### src/rtl/cc_resp_scheduler_if.sv
// Bundle of the tag-push, source and downstream R-channel control signals
// of the response scheduler. slave = scheduler side, master = driver side.
interface cc_resp_scheduler_if #(
    parameter int DEPTH = 4
);
    localparam int OW = $clog2(DEPTH) + 1;

    logic          tag_wren_i;
    logic          tag_hit_i;
    logic          tag_afull_o;
    logic          tag_full_o;
    logic [OW-1:0] occupancy_o;
    logic          mem_rvalid_i;
    logic          mem_rlast_i;
    logic          mem_rready_o;
    logic          ser_rvalid_i;
    logic          ser_rlast_i;
    logic          ser_rready_o;
    logic          inct_rvalid_o;
    logic          inct_rready_i;
    logic          inct_rlast_o;
    logic          inct_sel_o;
    logic          err_o;

    modport slave (
        input  tag_wren_i, tag_hit_i,
        input  mem_rvalid_i, mem_rlast_i,
        input  ser_rvalid_i, ser_rlast_i,
        input  inct_rready_i,
        output tag_afull_o, tag_full_o, occupancy_o,
        output mem_rready_o, ser_rready_o,
        output inct_rvalid_o, inct_rlast_o, inct_sel_o,
        output err_o
    );

    modport master (
        output tag_wren_i, tag_hit_i,
        output mem_rvalid_i, mem_rlast_i,
        output ser_rvalid_i, ser_rlast_i,
        output inct_rready_i,
        input  tag_afull_o, tag_full_o, occupancy_o,
        input  mem_rready_o, ser_rready_o,
        input  inct_rvalid_o, inct_rlast_o, inct_sel_o,
        input  err_o
    );
endinterface

### src/rtl/cc_resp_scheduler.sv
// Response scheduler: a FIFO of hit/miss order tags steers fixed-length
// bursts from either the serializer (hit) or memory (miss) onto the
// downstream R channel. Handshake is a zero-latency pass-through; the
// burst length is counted locally and source rlast is only checked.
module cc_resp_scheduler #(
    parameter int DEPTH           = 4,
    parameter int BURST_LEN       = 8,
    parameter int AFULL_THRESHOLD = 2
) (
    input logic                clk,
    input logic                rst_n,
    cc_resp_scheduler_if.slave bus
);
    localparam int AW = $clog2(DEPTH);
    localparam int OW = AW + 1;
    localparam int CW = $clog2(BURST_LEN);
    localparam logic [CW-1:0] LAST_CNT = CW'(BURST_LEN - 1);
    localparam logic [OW-1:0] FULL_OCC = OW'(DEPTH);
    localparam logic [OW-1:0] AFULL_OCC = OW'(AFULL_THRESHOLD);

    typedef enum logic [1:0] {S_IDLE, S_HIT, S_MISS} state_t;

    state_t          r_state, w_next_state;
    logic [CW-1:0]   r_cnt, w_next_cnt;
    logic [DEPTH-1:0] r_tags;
    logic [AW-1:0]   r_wptr, r_rptr;
    logic [OW-1:0]   r_count;
    logic            r_err;

    logic w_empty, w_full, w_push, w_drop, w_pop, w_head;
    logic w_sel, w_rvalid, w_rlast, w_mrdy, w_srdy, w_src_last;
    logic w_is_last, w_beat, w_last_err;

    assign w_empty   = (r_count == '0);
    assign w_full    = (r_count == FULL_OCC);
    // A push into a full queue is dropped even if a pop frees a slot this cycle.
    assign w_push    = bus.tag_wren_i && !w_full;
    assign w_drop    = bus.tag_wren_i && w_full;
    assign w_head    = r_tags[r_rptr];
    assign w_is_last = (r_cnt == LAST_CNT);

    // State register and beat counter.
    always_ff @(posedge clk) begin
        if (!rst_n) begin
            r_state <= S_IDLE;
            r_cnt   <= '0;
        end else begin
            r_state <= w_next_state;
            r_cnt   <= w_next_cnt;
        end
    end

    // Source steering, beat counting and tag pop / burst chaining.
    always_comb begin
        w_next_state = r_state;
        w_next_cnt   = r_cnt;
        w_pop        = 1'b0;
        w_sel        = 1'b0;
        w_rvalid     = 1'b0;
        w_rlast      = 1'b0;
        w_mrdy       = 1'b0;
        w_srdy       = 1'b0;
        w_src_last   = 1'b0;
        case (r_state)
            S_HIT: begin
                w_sel      = 1'b1;
                w_rvalid   = bus.ser_rvalid_i;
                w_srdy     = bus.inct_rready_i;
                w_src_last = bus.ser_rlast_i;
                w_rlast    = w_is_last;
            end
            S_MISS: begin
                w_rvalid   = bus.mem_rvalid_i;
                w_mrdy     = bus.inct_rready_i;
                w_src_last = bus.mem_rlast_i;
                w_rlast    = w_is_last;
            end
            default: begin
                if (!w_empty) begin
                    w_pop        = 1'b1;
                    w_next_state = w_head ? S_HIT : S_MISS;
                    w_next_cnt   = '0;
                end
            end
        endcase
        w_beat     = w_rvalid && bus.inct_rready_i;
        w_last_err = w_beat && (w_src_last != w_is_last);
        if (w_beat) begin
            if (w_is_last) begin
                w_next_cnt = '0;
                if (!w_empty) begin
                    w_pop        = 1'b1;
                    w_next_state = w_head ? S_HIT : S_MISS;
                end else begin
                    w_next_state = S_IDLE;
                end
            end else begin
                w_next_cnt = r_cnt + CW'(1);
            end
        end
    end

    // Tag FIFO storage/pointers and the sticky protocol-error flag.
    always_ff @(posedge clk) begin
        if (!rst_n) begin
            r_tags  <= '0;
            r_wptr  <= '0;
            r_rptr  <= '0;
            r_count <= '0;
            r_err   <= 1'b0;
        end else begin
            if (w_push) begin
                r_tags[r_wptr] <= bus.tag_hit_i;
                r_wptr         <= r_wptr + AW'(1);
            end
            if (w_pop) r_rptr <= r_rptr + AW'(1);
            case ({w_push, w_pop})
                2'b10:   r_count <= r_count + OW'(1);
                2'b01:   r_count <= r_count - OW'(1);
                default: r_count <= r_count;
            endcase
            if (w_drop || w_last_err) r_err <= 1'b1;
        end
    end

    assign bus.tag_full_o    = w_full;
    assign bus.tag_afull_o   = (r_count >= AFULL_OCC);
    assign bus.occupancy_o   = r_count;
    assign bus.mem_rready_o  = w_mrdy;
    assign bus.ser_rready_o  = w_srdy;
    assign bus.inct_rvalid_o = w_rvalid;
    assign bus.inct_rlast_o  = w_rlast;
    assign bus.inct_sel_o    = w_sel;
    assign bus.err_o         = r_err;
endmodule

### src/flat_wrapper.sv
// flat-port wrapper written by rule: the top's interface ports become plain ports
module cc_resp_scheduler_flat 
#(
    parameter int DEPTH           = 4,
    parameter int BURST_LEN       = 8,
    parameter int AFULL_THRESHOLD = 2
)
  (clk, rst_n, bus_tag_wren_i, bus_tag_hit_i, bus_mem_rvalid_i, bus_mem_rlast_i, bus_ser_rvalid_i, bus_ser_rlast_i, bus_inct_rready_i, bus_tag_afull_o, bus_tag_full_o, bus_occupancy_o, bus_mem_rready_o, bus_ser_rready_o, bus_inct_rvalid_o, bus_inct_rlast_o, bus_inct_sel_o, bus_err_o);
  cc_resp_scheduler_if #(.DEPTH(DEPTH)) bus_i ();
  input logic clk;
  input logic rst_n;
  input wire logic [$bits(bus_i.tag_wren_i)-1:0] bus_tag_wren_i;
  input wire logic [$bits(bus_i.tag_hit_i)-1:0] bus_tag_hit_i;
  input wire logic [$bits(bus_i.mem_rvalid_i)-1:0] bus_mem_rvalid_i;
  input wire logic [$bits(bus_i.mem_rlast_i)-1:0] bus_mem_rlast_i;
  input wire logic [$bits(bus_i.ser_rvalid_i)-1:0] bus_ser_rvalid_i;
  input wire logic [$bits(bus_i.ser_rlast_i)-1:0] bus_ser_rlast_i;
  input wire logic [$bits(bus_i.inct_rready_i)-1:0] bus_inct_rready_i;
  output wire logic [$bits(bus_i.tag_afull_o)-1:0] bus_tag_afull_o;
  output wire logic [$bits(bus_i.tag_full_o)-1:0] bus_tag_full_o;
  output wire logic [$bits(bus_i.occupancy_o)-1:0] bus_occupancy_o;
  output wire logic [$bits(bus_i.mem_rready_o)-1:0] bus_mem_rready_o;
  output wire logic [$bits(bus_i.ser_rready_o)-1:0] bus_ser_rready_o;
  output wire logic [$bits(bus_i.inct_rvalid_o)-1:0] bus_inct_rvalid_o;
  output wire logic [$bits(bus_i.inct_rlast_o)-1:0] bus_inct_rlast_o;
  output wire logic [$bits(bus_i.inct_sel_o)-1:0] bus_inct_sel_o;
  output wire logic [$bits(bus_i.err_o)-1:0] bus_err_o;
  assign bus_i.tag_wren_i = bus_tag_wren_i;
  assign bus_i.tag_hit_i = bus_tag_hit_i;
  assign bus_i.mem_rvalid_i = bus_mem_rvalid_i;
  assign bus_i.mem_rlast_i = bus_mem_rlast_i;
  assign bus_i.ser_rvalid_i = bus_ser_rvalid_i;
  assign bus_i.ser_rlast_i = bus_ser_rlast_i;
  assign bus_i.inct_rready_i = bus_inct_rready_i;
  assign bus_tag_afull_o = bus_i.tag_afull_o;
  assign bus_tag_full_o = bus_i.tag_full_o;
  assign bus_occupancy_o = bus_i.occupancy_o;
  assign bus_mem_rready_o = bus_i.mem_rready_o;
  assign bus_ser_rready_o = bus_i.ser_rready_o;
  assign bus_inct_rvalid_o = bus_i.inct_rvalid_o;
  assign bus_inct_rlast_o = bus_i.inct_rlast_o;
  assign bus_inct_sel_o = bus_i.inct_sel_o;
  assign bus_err_o = bus_i.err_o;
  cc_resp_scheduler #(.DEPTH(DEPTH), .BURST_LEN(BURST_LEN), .AFULL_THRESHOLD(AFULL_THRESHOLD)) u_core (.clk(clk), .rst_n(rst_n), .bus(bus_i));
endmodule
### config.mk
export PLATFORM = sky130hd
export DESIGN_NAME = cc_resp_scheduler_flat
export DESIGN_NICKNAME = d
export VERILOG_FILES = /design/src/rtl/cc_resp_scheduler_if.sv /design/src/rtl/cc_resp_scheduler.sv /design/src/flat_wrapper.sv
export SDC_FILE = /design/constraint.sdc
export NUM_CORES = 1
export LEC_CHECK = 0
export ABC_AREA = 1
export CAP_MARGIN = 20
export CORE_UTILIZATION = 45
export CTS_CLUSTER_SIZE = 14
export DETAILED_ROUTE_END_ITERATION = 7
export HOLD_SLACK_MARGIN = 0.15
export PLACE_DENSITY = 0.71
export SYNTH_ARGS = -nofsm -noshare
export SYNTH_HDL_FRONTEND = slang
export SYNTH_SLANG_ARGS = --single-unit
### constraint.sdc
create_clock -name clk -period 4.8 [get_ports clk]
set_clock_uncertainty 0.1 [all_clocks]
set_input_delay 0.48 -clock clk [delete_from_list [all_inputs] [get_ports clk]]
set_output_delay 0.48 -clock clk [all_outputs]
set_load 0.02 [all_outputs]
; Word-level counts from Yosys, hierarchy flattened
; Index checks and enable logic that the tools add are counted.
[word_totals]
output_inout_bits = 11
word_cells = 63
rom_bits = 0
mem_count = 0
in_bits = 9
register_bits = 17
mem_bits_rw = 0
latchBits = 0
[op_classes]
eq_ne = 9
shift = 0
n_div = 0
n_mul = 0
mux = 27
addsub = 5
bitwise = 0
order_cmp = 4
reduce_logical = 11
[ops]
columns = op, count
row1 = $mux W2, 6
row2 = $mux W3, 4
row3 = $mux W1, 11
row4 = $add A3 B1 Y3 const B, 2
row5 = $eq A3 B3 Y1 const B, 2
row6 = $lt A2 B3 Y1 const B, 2
row7 = $pmux W3 S2, 1
row8 = $logic_and A1 B1 Y1, 5
row9 = $add A2 B1 Y2 const B, 2
row10 = $bwmux W4, 1
row11 = $eq A2 B1 Y1 const B, 2
row12 = $eq A2 B2 Y1 const B, 2
row13 = $pmux W1 S2, 2
row14 = $ge A3 B2 Y1 const B, 1
row15 = $logic_not A3 Y1, 1
row16 = $sub A3 B1 Y3 const B, 1
row17 = $bmux W1 S2, 1
row18 = $demux W1 S2, 1
row19 = $ge A2 B1 Y1 const B, 1
row20 = $ne A2 B1 Y1 const B, 1
row21 = $ne A2 B2 Y1 const B, 1
row22 = $reduce_and A2 Y1, 1
row23 = $reduce_bool A2 Y1, 1
row24 = $reduce_or A2 Y1, 1
row25 = 3 further kinds, 3

; Logic depth before layout (Yosys ltp)
[logic_depth]
word_depth = 8
depth_mapped = 13
mapped_depth_nobuf = 13

; Least setup slack after synthesis
; Ideal clock, no wire load.
[synth_path]
path_type = register to register
startpoint = register u_core.r_state[0]
endpoint = register u_core.r_count[2] (netlist: u_core.bus.occupancy_o[2])
required_ns = 4.578
arrival_ns = 2.136
path_buffers = 0
path_stages_with_launch = 13
setup_slack_ns = 2.441
synth_period_minus_slack_ns = 2.359
setup_ns = 0.122
path_cell_list = dfxtp_1 -> inv_1 -> ha_1 -> inv_1 -> nand4_4 -> o21ai_2 -> ha_1 -> inv_1 -> fa_1 -> a21oi_1 -> o21ai_0 -> o21ai_0 -> a21oi_1
[synth_via]
elab_chain_len = 8
[synth_rtl]
columns = item, line_no
row1 = from (decl), cc_resp_scheduler.sv:23  ; state_t r_state, w_next_state;
row2 = from (signal assigned), cc_resp_scheduler.sv:48  ; r_state <= w_next_state;
row3 = $eq A2 B1 Y1 / $eq A2 B2 Y1 (equally long branches), cc_resp_scheduler.sv:64  ; case (r_state)
row4 = $reduce_or A2 Y1 (no line), --
row5 = $mux W1, cc_resp_scheduler.sv:64
row6 = $mux W1, cc_resp_scheduler.sv:91  ; if (!w_empty) begin
row7 = $mux W1, cc_resp_scheduler.sv:89  ; if (w_is_last) begin
row8 = $mux W1 (*), cc_resp_scheduler.sv:88  ; if (w_beat) begin
row9 = net u_core.w_pop, cc_resp_scheduler.sv:30  ; logic w_empty, w_full, w_push, w_drop, w_pop, w_head;
row10 = $eq A2 B1 Y1 / $eq A2 B2 Y1 (equally long branches), cc_resp_scheduler.sv:117  ; case ({w_push, w_pop})
row11 = $pmux W3 S2 / $reduce_bool A2 Y1 (equally long branches), --
row12 = to (signal assigned), cc_resp_scheduler.sv:118  ; 2'b10: r_count <= r_count + OW'(1);
row13 = to (signal assigned), cc_resp_scheduler.sv:119  ; 2'b01: r_count <= r_count - OW'(1);
row14 = to (signal assigned), cc_resp_scheduler.sv:120  ; default: r_count <= r_count;
row15 = to (decl), cc_resp_scheduler.sv:27  ; logic [OW-1:0] r_count;
; The timed path passes the listed nets; every way through them passes the cells marked *.
; A chain may end at the register's enable or synchronous reset.

; Final worst setup path
; Ends and elaborated chain as after synthesis.

==> metrics <==
Synth Net Count 164; Antenna Nets Post-Route 0; share of cells above drive strength 1 under 10%; Final Power approximately 0.58 mW; routed via count approximately 950; Synth warnings 0; R2R Setup Slk approximately 2200 ps; Post-synth EDFFs 0; reg2reg path depth 12; setup TNS 0 ps; CTS H-tree depth 1; die area approximately 0.0024 mm²; CTS tree yes; I/O pin cnt 20; PwrDens approximately 470 mW/mm²; # port buffers 19; area of the multi-input gates around 560 µm²; Final Max Slew Viols 0; R2R Path Start u_core.r_state[0]; Syn Inst Count between 100 and 150; Critical Path Max Stage Delay roughly 400 ps; main combinational cell family by area after synthesis simple AND/OR/NAND/NOR gates; Initial Util 49.8%; maximum fanout along the worst path 6; Endpoint, Worst Hold u_core.r_cnt[0]; Routed WL around 2.0 mm; largest net degree at the start of global routing 12; final hold viol count 0; Final setup viols 0; Hold Path Class reg -> reg; GPL Wtd Cong 0.881; Skew-Pair Late Insertion Delay ~300 ps; Synth Flop Type dfxtp_1; Worst Setup Path Type reg -> reg; Register Area 340 µm²; CP Capture Type flip-flop; Post-DP HPWL 1.57 mm; Worst-path clk slew approximately 120 ps; simple-gate share of the synthesized area between 20% and 30%; post-synth design cell area a little over 0.001 mm²; standard-cell rows 16; Die X-Extent between 40 and 50 µm; Final Cell Area about 0.0012 mm²; # hold bufs at CTS 0; WP data required between 4000 and 5000 ps; Via density 4.93; maximum clock rate just under 400 MHz; DP Area between 0.001 and 0.0015 mm²; Leak between 0.5 and 0.6 nW; fill count ~200; Synth Register Bits 17; vias in the first global route between 900 and 1k; drt first pass iters 4; gr usage total approximately a fifth; initial antenna violation count 0; CTS Buffer Depth 2; Post-CTS Resized 0; CP Cell Sequence inv_1 > ha_1 > inv_1 > nand4_4 > o21ai_2 > ha_1 > inv_1 > fa_1 > a21oi_1 > o21ai_0 > o21ai_0 > a21oi_1; mux cell area share after synthesis 0%; status complete, no violations; startpoint types flip-flop; Num CTS Buffers 3; worst reg2reg path endpoint u_core.bus.occupancy_o[2]; MaxCap Viol Count 0; CP max stage cell fa_1; hold_sp u_core.r_cnt[0]; Setup Buffers After CTS 0; Distinct cells, synth 19; gr ovfl total 0; fin nets 186; Post-Layout Cell Count between 150 and 200; Least-Margin Pin Slew approximately 380 ps; cell mode on critical path inv_1; WHS Path Cells 1; sequential area share after synthesis ~34%; core area about 0.0020 mm²; first-iteration detailed-routing DRC count 22; CTS Sinks 17; Crit path arrival time 2690 ps; RSZ-0062 raised after global routing no; Synth async-reset ratio 0%; Antenna diodes 0; Area Overhead vs Synth 23.6%; global-route wire length before repair 3.73 mm; Tcrit/Tclk final approximately 54%; Final Core Density 61.5%; Adder-Cell Fraction of Synth Area a little over an eighth; Root Buffer clkbuf_4; synthesized area per cell around 6.9 µm²; slew margin rel. around three quarters; Die Span Y roughly 49 µm; DRC viols 0; Synth Area in Compound Gates 14.7%; placed cells about 190; DR WL/cell about 10 µm; Synth Area in XOR/XNOR 0%; min cycle time layout 2590 ps; worst IR drop on VDD approximately 0.00033 V
how the worst max path moves through the flow:
stage / end / start / depth (start not counted) / slack, ps
after floorplan: u_core.bus.occupancy_o[2] / u_core.r_state[0] / 12 / 2440
after global placement: u_core.bus.occupancy_o[2] / bus_mem_rvalid_i / 12 / 2150
after detailed placement: u_core.bus.occupancy_o[2] / bus_mem_rvalid_i / 12 / 2100
after CTS: u_core.bus.occupancy_o[2] / u_core.r_state[0] / 12 / 2210
after global routing: u_core.bus.occupancy_o[2] / u_core.r_state[0] / 12 / 1940
final: u_core.bus.occupancy_o[2] / u_core.r_state[0] / 12 / 2210
synth_stat cells (2+ instances only):
cell type	number	share of area, %
inv_1	22	8.2
dfxtp_1	17	34
o21ai_0	8	4.0
nor2_2	2	1.2
a21oi_1	17	8.5
nor2_1	10	3.7
nand3_1	9	4.5
ha_1	9	11
nand2_1	41	15
cell families after synthesis:
kind of cell	Yosys count
AND/OR/NAND/NOR	65
AO/OA/AOI/OAI	28
buffers and inverters	25
flip-flops	17
adder cells (fa/ha/maj)	10
critical path, delay by kind of cell, from the launching register on:
| kind | cells | cell delay [ps] |
|---|---|---|
| compound gates | 5 | 640 |
| fa+ha+maj | 3 | 910 |
| buf+inv | 3 | 300 |
| flops | 1 | 380 |
| simple gates | 1 | 160 |
where the power goes:
group	internal (mW)	switching, mW
clock network	0.0317	0.0496
logic	0.117	0.189
registers	0.169	0.0236
total	0.318	0.262
layout by cell type, fill, tap and decap left out, types with 2 or more instances in the layout:
| master | count |
|---|---|
| nand2_1 | 41 |
| a21oi_1 | 17 |
| clkdlybuf4s50_1 | 19 |
| dfxtp_1 | 17 |
| nand3_1 | 9 |
| clkbuf_4 | 3 |
| ha_1 | 9 |
| nor2_2 | 2 |
| o21ai_0 | 8 |
| inv_1 | 22 |
| nor2_1 | 10 |
area by class of cell:
| type | instances | share of cell area, % |
|---|---|---|
| clock buffer | 3 | 1.81 |
| clock inverter | 1 | 0.604 |
| inverter | 23 | 6.94 |
| multi-input combinational | 103 | 45.3 |
| sequential | 17 | 27.4 |
| tap | 27 | 2.72 |
| timing repair buffer | 19 | 15.3 |
state kept, by name, summed over array words and instances, names as in the netlist:
signal                  flops
u_core.r_cnt                3
u_core.r_wptr               2
u_core.r_tags               4
u_core.r_rptr               2
u_core.bus.err_o            1
u_core.r_state              2
u_core.bus.occupancy_o      3
metrics by stage:
stage / hold slack [ps] / setup slack (ps)
2_1_floorplan: 328 / 2440
3_3_place_gp: 351 / 2150
3_5_place_dp: 362 / 2100
4_1_cts: 377 / 2210
5_1_grt: 391 / 1940
6_report: 372 / 2210
layer usage:
layer / vias to the layer above / share of wire [%] / GRT usage [%]
li1: 507 / - / -
met1: 430 / 45 / 22.4
met2: 15 / 51 / 35.2
met3: 0 / 3.2 / 4.05
met4: 0 / 0 / 7.35
met5: - / 0 / 0
No activity file was read; power rests on OpenSTA's default activity.
